[config.mk]
export PLATFORM = sky130hd
export DESIGN_NAME = calc_ctrl
export DESIGN_NICKNAME = d
export VERILOG_FILES = /design/src/rtl/calc_pkg.sv /design/src/rtl/calc_mul_seq.sv /design/src/rtl/calc_ctrl.sv
export SDC_FILE = /design/constraint.sdc
export NUM_CORES = 1
export LEC_CHECK = 0
export ABC_AREA = 0
export BUFFER_PORTS_ARGS = -buffer_cell sky130_fd_sc_hd__buf_2
export CELL_PAD_IN_SITES_DETAIL_PLACEMENT = 0
export CELL_PAD_IN_SITES_GLOBAL_PLACEMENT = 1
export CORE_UTILIZATION = 50
export CTS_BUF_LIST = sky130_fd_sc_hd__clkbuf_4 sky130_fd_sc_hd__clkbuf_8
export DETAILED_ROUTE_END_ITERATION = 8
export PLACE_DENSITY = 0.83
export SLEW_MARGIN = 15
export SYNTH_ARGS = -nofsm -noshare
export SYNTH_HDL_FRONTEND = slang
export SYNTH_HIERARCHICAL = 1
export SYNTH_SLANG_ARGS = --single-unit
[constraint.sdc]
create_clock -name clock -period 9.3 [get_ports clock]
set_clock_uncertainty 0.15 [all_clocks]
set_input_delay 0.465 -clock clock [delete_from_list [all_inputs] [get_ports clock]]
set_output_delay 0.465 -clock clock [all_outputs]
set_load 0.02 [all_outputs]
[src/rtl/calc_pkg.sv]
// -----------------------------------------------------------------------------
// calc_pkg
//   Shared types and defaults for the calculator command sequencer.
//   cmd_t    : keypad command codes (digits 0-9 are plain values below CMD_ADD)
//   status_t : display status reported to calc_top
//   state_t  : sequencer states
//   Helpers  : is_digit / is_arith_op command classifiers
// -----------------------------------------------------------------------------
package calc_pkg;

    localparam int CALC_DIGITS = 8;
    localparam int CALC_WIDTH  = 27;

    typedef enum logic [3:0] {
        CMD_ADD = 4'hA,
        CMD_SUB = 4'hB,
        CMD_MUL = 4'hC,
        CMD_RSV = 4'hD,
        CMD_EQ  = 4'hE,
        CMD_CLR = 4'hF
    } cmd_t;

    typedef enum logic [1:0] {
        ST_EDIT   = 2'b00,
        ST_BUSY   = 2'b01,
        ST_ERROR  = 2'b10,
        ST_RESULT = 2'b11
    } status_t;

    typedef enum logic [2:0] {
        S_OP1    = 3'd0,
        S_OP2    = 3'd1,
        S_MUL    = 3'd2,
        S_RESULT = 3'd3,
        S_ERR    = 3'd4
    } state_t;

    function automatic logic is_digit(input logic [3:0] code);
        return (code <= 4'd9);
    endfunction

    function automatic logic is_arith_op(input logic [3:0] code);
        return (code == CMD_ADD) || (code == CMD_SUB) || (code == CMD_MUL);
    endfunction

endpackage

[src/rtl/calc_mul_seq.sv]
// -----------------------------------------------------------------------------
// calc_mul_seq
//   Iterative shift-add multiplier, one multiplier bit per cycle.
//   The first partial product is folded in on the start edge, so the final
//   product is registered and done pulses exactly WIDTH-1 edges after start,
//   letting the controller leave its busy state WIDTH cycles after start.
// Ports
//   clock    in   1          clock
//   reset    in   1          synchronous, active-high
//   start    in   1          load operands and begin (1-cycle strobe)
//   abort    in   1          drop any multiplication in progress
//   a, b     in   WIDTH      multiplicand / multiplier
//   done     out  1          1-cycle pulse, product valid while high
//   product  out  2*WIDTH    full-width product
// -----------------------------------------------------------------------------
module calc_mul_seq
    import calc_pkg::*;
#(
    parameter int WIDTH = CALC_WIDTH
) (
    input  logic                 clock,
    input  logic                 reset,
    input  logic                 start,
    input  logic                 abort,
    input  logic [WIDTH-1:0]     a,
    input  logic [WIDTH-1:0]     b,
    output logic                 done,
    output logic [2*WIDTH-1:0]   product
);

    localparam int CW = $clog2(WIDTH + 1);

    logic [2*WIDTH-1:0] mcand_reg;
    logic [2*WIDTH-1:0] prod_reg;
    logic [WIDTH-1:0]   mplier_reg;
    logic [CW-1:0]      cnt_reg;
    logic               busy_reg;
    logic               done_reg;
    logic [2*WIDTH-1:0] a_ext;

    assign a_ext = {{WIDTH{1'b0}}, a};

    always_ff @(posedge clock) begin
        if (reset || abort) begin
            mcand_reg  <= '0;
            prod_reg   <= '0;
            mplier_reg <= '0;
            cnt_reg    <= '0;
            busy_reg   <= 1'b0;
            done_reg   <= 1'b0;
        end else begin
            done_reg <= 1'b0;
            if (start) begin
                // Bit 0 of the multiplier is consumed here; WIDTH-1 bits remain.
                prod_reg   <= b[0] ? a_ext : '0;
                mcand_reg  <= a_ext << 1;
                mplier_reg <= b >> 1;
                cnt_reg    <= CW'(WIDTH - 1);
                busy_reg   <= 1'b1;
            end else if (busy_reg) begin
                if (mplier_reg[0]) begin
                    prod_reg <= prod_reg + mcand_reg;
                end
                mcand_reg  <= mcand_reg << 1;
                mplier_reg <= mplier_reg >> 1;
                cnt_reg    <= cnt_reg - 1'b1;
                if (cnt_reg == CW'(1)) begin
                    busy_reg <= 1'b0;
                    done_reg <= 1'b1;
                end
            end
        end
    end

    assign done    = done_reg;
    assign product = prod_reg;

endmodule

[src/rtl/calc_ctrl.sv]
// -----------------------------------------------------------------------------
// calc_ctrl
//   Command sequencer for the calculator core. Accepts one keypad command per
//   cmd_valid cycle, accumulates decimal operands in binary, performs add/sub
//   in one cycle and hands multiplication to calc_mul_seq.
// Ports
//   clock      in   1      clock
//   reset      in   1      synchronous, active-high
//   cmd        in   4      command code (digit 0-9 or calc_pkg::cmd_t)
//   cmd_valid  in   1      cmd is sampled only when high
//   value      out  WIDTH  magnitude to display
//   neg        out  1      display a minus sign
//   status     out  2      EDIT / BUSY / ERROR / RESULT
// -----------------------------------------------------------------------------
module calc_ctrl
    import calc_pkg::*;
#(
    parameter int DIGITS = CALC_DIGITS,
    parameter int WIDTH  = CALC_WIDTH
) (
    input  logic             clock,
    input  logic             reset,
    input  logic [3:0]       cmd,
    input  logic             cmd_valid,
    output logic [WIDTH-1:0] value,
    output logic             neg,
    output logic [1:0]       status
);

    localparam int CW = $clog2(DIGITS + 1);
    localparam logic [CW-1:0]    DIGITS_C = CW'(DIGITS);
    localparam logic [WIDTH-1:0] MAX_VAL  = WIDTH'(10**DIGITS - 1);

    state_t           state_reg,  state_next;
    logic [WIDTH-1:0] acc_reg,    acc_next;
    logic [WIDTH-1:0] op1_reg,    op1_next;
    logic [WIDTH-1:0] result_reg, result_next;
    cmd_t             pend_reg,   pend_next;
    logic [CW-1:0]    count_reg,  count_next;
    logic             seen_reg,   seen_next;   // a digit of operand 2 has been typed
    logic             neg_reg,    neg_next;
    logic [WIDTH-1:0] value_reg,  value_next;
    status_t          status_reg, status_next;

    logic               cmd_digit;
    logic               cmd_op;
    logic               cmd_eq;
    logic               cmd_clr;
    logic [WIDTH-1:0]   digit_ext;
    logic [WIDTH-1:0]   acc_shifted;
    logic [WIDTH:0]     sum;
    logic               sub_neg;
    logic [WIDTH-1:0]   diff;
    logic               mul_start;
    logic               mul_done;
    logic [2*WIDTH-1:0] mul_product;

    assign cmd_digit = cmd_valid && is_digit(cmd);
    assign cmd_op    = cmd_valid && is_arith_op(cmd);
    assign cmd_eq    = cmd_valid && (cmd == CMD_EQ);
    assign cmd_clr   = cmd_valid && (cmd == CMD_CLR);

    // acc*10 + d without a multiplier: (acc<<3) + (acc<<1) + d.
    assign digit_ext   = {{(WIDTH-4){1'b0}}, cmd};
    assign acc_shifted = (acc_reg << 3) + (acc_reg << 1) + digit_ext;

    assign sum     = {1'b0, op1_reg} + {1'b0, acc_reg};
    assign sub_neg = (op1_reg < acc_reg);
    assign diff    = sub_neg ? (acc_reg - op1_reg) : (op1_reg - acc_reg);

    calc_mul_seq #(
        .WIDTH (WIDTH)
    ) u_mul (
        .clock   (clock),
        .reset   (reset),
        .start   (mul_start),
        .abort   (cmd_clr),
        .a       (op1_reg),
        .b       (acc_reg),
        .done    (mul_done),
        .product (mul_product)
    );

    always_ff @(posedge clock) begin
        if (reset) begin
            state_reg  <= S_OP1;
            acc_reg    <= '0;
            op1_reg    <= '0;
            result_reg <= '0;
            pend_reg   <= CMD_ADD;
            count_reg  <= '0;
            seen_reg   <= 1'b0;
            neg_reg    <= 1'b0;
            value_reg  <= '0;
            status_reg <= ST_EDIT;
        end else begin
            state_reg  <= state_next;
            acc_reg    <= acc_next;
            op1_reg    <= op1_next;
            result_reg <= result_next;
            pend_reg   <= pend_next;
            count_reg  <= count_next;
            seen_reg   <= seen_next;
            neg_reg    <= neg_next;
            value_reg  <= value_next;
            status_reg <= status_next;
        end
    end

    always_comb begin
        state_next  = state_reg;
        acc_next    = acc_reg;
        op1_next    = op1_reg;
        result_next = result_reg;
        pend_next   = pend_reg;
        count_next  = count_reg;
        seen_next   = seen_reg;
        neg_next    = neg_reg;
        mul_start   = 1'b0;

        if (cmd_clr) begin
            state_next  = S_OP1;
            acc_next    = '0;
            op1_next    = '0;
            result_next = '0;
            pend_next   = CMD_ADD;
            count_next  = '0;
            seen_next   = 1'b0;
            neg_next    = 1'b0;
        end else begin
            unique case (state_reg)
                S_OP1, S_OP2: begin
                    if (cmd_digit) begin
                        // Digits beyond DIGITS are silently dropped.
                        if (count_reg < DIGITS_C) begin
                            acc_next   = acc_shifted;
                            count_next = count_reg + 1'b1;
                            seen_next  = 1'b1;
                        end
                    end else if (cmd_op) begin
                        pend_next = cmd_t'(cmd);
                        if (state_reg == S_OP1) begin
                            op1_next   = acc_reg;
                            acc_next   = '0;
                            count_next = '0;
                            seen_next  = 1'b0;
                            state_next = S_OP2;
                        end
                    end else if (cmd_eq && (state_reg == S_OP2)) begin
                        unique case (pend_reg)
                            CMD_ADD: begin
                                neg_next = 1'b0;
                                if (sum > {1'b0, MAX_VAL}) begin
                                    state_next = S_ERR;
                                end else begin
                                    result_next = sum[WIDTH-1:0];
                                    state_next  = S_RESULT;
                                end
                            end
                            CMD_SUB: begin
                                result_next = diff;
                                neg_next    = sub_neg;
                                state_next  = S_RESULT;
                            end
                            default: begin
                                mul_start  = 1'b1;
                                neg_next   = 1'b0;
                                state_next = S_MUL;
                            end
                        endcase
                    end
                end
                S_MUL: begin
                    // Commands other than CLR are dropped while busy.
                    if (mul_done) begin
                        if (mul_product > {{WIDTH{1'b0}}, MAX_VAL}) begin
                            state_next = S_ERR;
                        end else begin
                            result_next = mul_product[WIDTH-1:0];
                            state_next  = S_RESULT;
                        end
                    end
                end
                S_RESULT: begin
                    if (cmd_digit) begin
                        acc_next   = digit_ext;
                        count_next = CW'(1);
                        seen_next  = 1'b1;
                        neg_next   = 1'b0;
                        state_next = S_OP1;
                    end else if (cmd_op && !neg_reg) begin
                        // Chaining: the shown result becomes operand 1.
                        op1_next   = result_reg;
                        pend_next  = cmd_t'(cmd);
                        acc_next   = '0;
                        count_next = '0;
                        seen_next  = 1'b0;
                        state_next = S_OP2;
                    end
                end
                S_ERR: begin
                    neg_next = 1'b0;
                end
                default: begin
                    state_next = S_OP1;
                end
            endcase
        end
    end

    // Outputs are derived from the next-state values so they are registered
    // yet still reflect a command on the edge that accepts it.
    always_comb begin
        value_next  = '0;
        status_next = ST_EDIT;
        unique case (state_next)
            S_OP1:    value_next = acc_next;
            S_OP2:    value_next = seen_next ? acc_next : op1_next;
            S_MUL: begin
                value_next  = op1_next;
                status_next = ST_BUSY;
            end
            S_RESULT: begin
                value_next  = result_next;
                status_next = ST_RESULT;
            end
            S_ERR:    status_next = ST_ERROR;
            default:  status_next = ST_EDIT;
        endcase
    end

    assign value  = value_reg;
    assign neg    = neg_reg;
    assign status = status_reg;

endmodule

==> impl_metrics.toml <==
[synth]
ys.flop_type = "dfxtp_1"
synth_cells = 2642
synth_nets = 2838
async_flop_share = 0
synth-edff-count = 0
yosysSeqAreaShare = 0.256
ys_types = 106
synth_area_per_cell_um2 = 7.79
ys_warn_count = 6
syn_area_um2 = 20600
ys_ff_latch = 263

[floorplanning]
die_y_um = 205
coreArea_um2 = 40200
die_w_um = 205
std_cell_rows = 73
io_pins = 37
dieArea_um2 = 42000
initial_utilization = 0.512

[clocking]
holdBufCountCts = 0
path_clk_slew_ps = 60
post-cts-setup-buffers = 0
tritoncts = "built"
cts-root-buf = "clkbuf_8"
insertion_delay_ps = 670
cts_max_path_buffers = 3
ctsResizeCount = 0
clock-sinks = 263
cts-buffers-inserted = 49
h-tree-depth = 2

[setup_path]
critPathMaxStageDelay_ps = 590
worstPathRequired_ps = 9740
cp.arrival_ps = 6150
path_class = "reg -> reg"
cpMaxStageDelayCell = "o32ai_4"
worstPathMaxFanout = 14
crit_chain = "ha_1 -> fa_1 -> nor2b_1 -> o311ai_4 -> a21oi_1 -> or2_1 -> xnor2_1 -> nor4_1 -> or4_4 -> a31oi_4 -> a21oi_4 -> o32ai_4 -> nor2b_1 -> buf_4 -> a22oi_1 -> a21oi_1"
cp-start-kind = "register"
cp-end-kind = "register"

[finish]
nNetsFinal = 2807
final_core_util = 0.551
fill_cells = 3886
largest_reg_flops = 54
syn2layout_area_growth_pct = 7.57
diodes = 0
fin_cells = 3170
final_area_um2 = 22100
drive_gt1_frac = 0.0938

[placed_design]
io_buffers = 36
place_ws_ps = 3690
routabilityCongestion = 0.981
placed_cells = 3084
place_area_um2 = 21100
dp_hpwl_um = 53900

[global_route]
grt_max_degree = 93
grt_pass1_wl_um = 112000
grt_usage = 0.345
grt_antenna_before_repair = 4
grt_pass1_vias = 19100
grt-ovfl-total = 0

[detailed_routing]
wl_per_cell_um = 22.9
drt_iter0_drc = 1828
vias = 20200
drt_wl_total_um = 72600
firstDrtPassIters = 9
viasPerCell = 6.36
remaining_drc_errors = 0
ant_nets = 0

[timing]
tns_ps = 0
timing.hold.ws_ps = 59.6
max_slew_margin = 0.315
max_freq_ghz = 0.175
slew_viol_final = 0
setup-violations-final = 0
min_period_ps = 5710
timing.final.crit_share = 0.614
rsz0062_at_grt = "no"
worst_pin_slew_ps = 1020
finalWorstSetupSlack_ps = 3590
finalHoldViolCount = 0

[power_and_ir_drop]
finalPower_mw = 2.79
powerDensity_nw_per_um2 = 126
leakagePower_nw = 9.36
ir_worst_vdd_v = 0.000117

[status]
status = "complete, no violations"

[min_path]
hold_path_class = "in -> reg"

[job]
max-cap-violations = 0
[routing by layer]
| metal | track usage | vias to the layer above | part of all wire |
|---|---|---|---|
| met5 | 0 | - | 0.00017 |
| met3 | 0.0511 | 178 | 0.068 |
| li1 | - | 9549 | - |
| met1 | 0.473 | 9604 | 0.45 |
| met4 | 0.166 | 2 | 0.048 |
| met2 | 0.529 | 822 | 0.43 |
[final cells by class]
type                    count  area, um^2  area share
multi-input cells        2106       14300       0.646
flip-flops and latches    263        5270       0.238
clock buffers              73         923      0.0417
well taps                 525         657      0.0297
inverters                 123         462      0.0208
repair buffers             68         428      0.0193
clock inverters            12         106     0.00480
[final timing paths]
path	from	to	slack [ps]	cells past startpoint
worst max-delay path	acc_reg[0]	value[8]	3590	16
worst max register to register	acc_reg[0]	value[8]	3590	16
worst min-delay path	cmd[0]	pend_reg[0]	60	3
worst min register to register	pend_reg[3]	pend_reg[3]	310	2
[cell families (layout without fill, tap and decap cells)]
logic type,Yosys count,after routing,synth area share
compound gates,818,818,0.275
xor+xnor,117,117,0.0498
fa+ha+maj,189,189,0.117
buf+inv,273,276,0.0525
flops,263,263,0.256
mux,109,109,0.0540
simple gates,873,873,0.196
[synthesized netlist by cell type (17+ instances only)]
library cell	number	area (um^2)
a21oi_1	241	1210
and2_1	31	194
nor4_1	26	163
o21bai_1	28	210
inv_1	120	450
buf_1	18	67.6
dfxtp_1	263	5270
a31oi_1	34	213
mux2_2	17	191
a21o_1	60	450
o211ai_1	21	158
xor2_1	27	236
xnor2_1	90	788
and3_1	20	125
a22o_1	33	289
nand2_1	168	631
a22oi_1	38	285
nor3_1	71	355
clkbuf_1	107	402
o21ai_0	119	596
nand3_1	36	180
nor2b_1	22	138
a211oi_1	26	195
nor2_1	384	1440
nand2b_1	31	194
buf_2	18	90.1
nand4_1	26	163
o31ai_1	26	195
a222oi_1	30	300
mux2i_1	92	921
ha_1	183	2290
o21a_1	18	135
[cells in the final DEF (no fill, tap or decap), types with 34 or more instances in the layout]
master    synthesis  layout
xnor2_1          90      90
dfxtp_1         263     262
inv_1           120     119
nand3_1          36      36
mux2i_1          92      92
buf_2            18      36
nor2_1          384     382
ha_1            183     183
a21o_1           60      60
a21oi_1         241     241
a22oi_1          38      38
clkbuf_8          0      60
o21ai_0         119     119
a31oi_1          34      34
nor3_1           71      68
nand2_1         168     168
[critical path, delay by kind of cell (launching register included)]
| kind | cells | cell delay [ps] |
|---|---|---|
| adders and majority gates | 2 | 770 |
| buffers and inverters | 1 | 330 |
| DFF | 1 | 550 |
| AOI/OAI and AO/OA | 7 | 1830 |
| xor gates and xnor gates | 1 | 250 |
| and+or+nand+nor | 5 | 1750 |
[power by group]
| group | switching (mW) | total [mW] | internal (mW) | leakage [nW] |
|---|---|---|---|---|
| clock network | 0.540 | 1.21 | 0.666 | 0.551 |
| registers | 0.0132 | 1.15 | 1.13 | 2.12 |
| logic | 0.276 | 0.434 | 0.158 | 6.69 |
| total | 0.830 | 2.79 | 1.96 | 9.36 |
(Power assumes the default switching activity.)
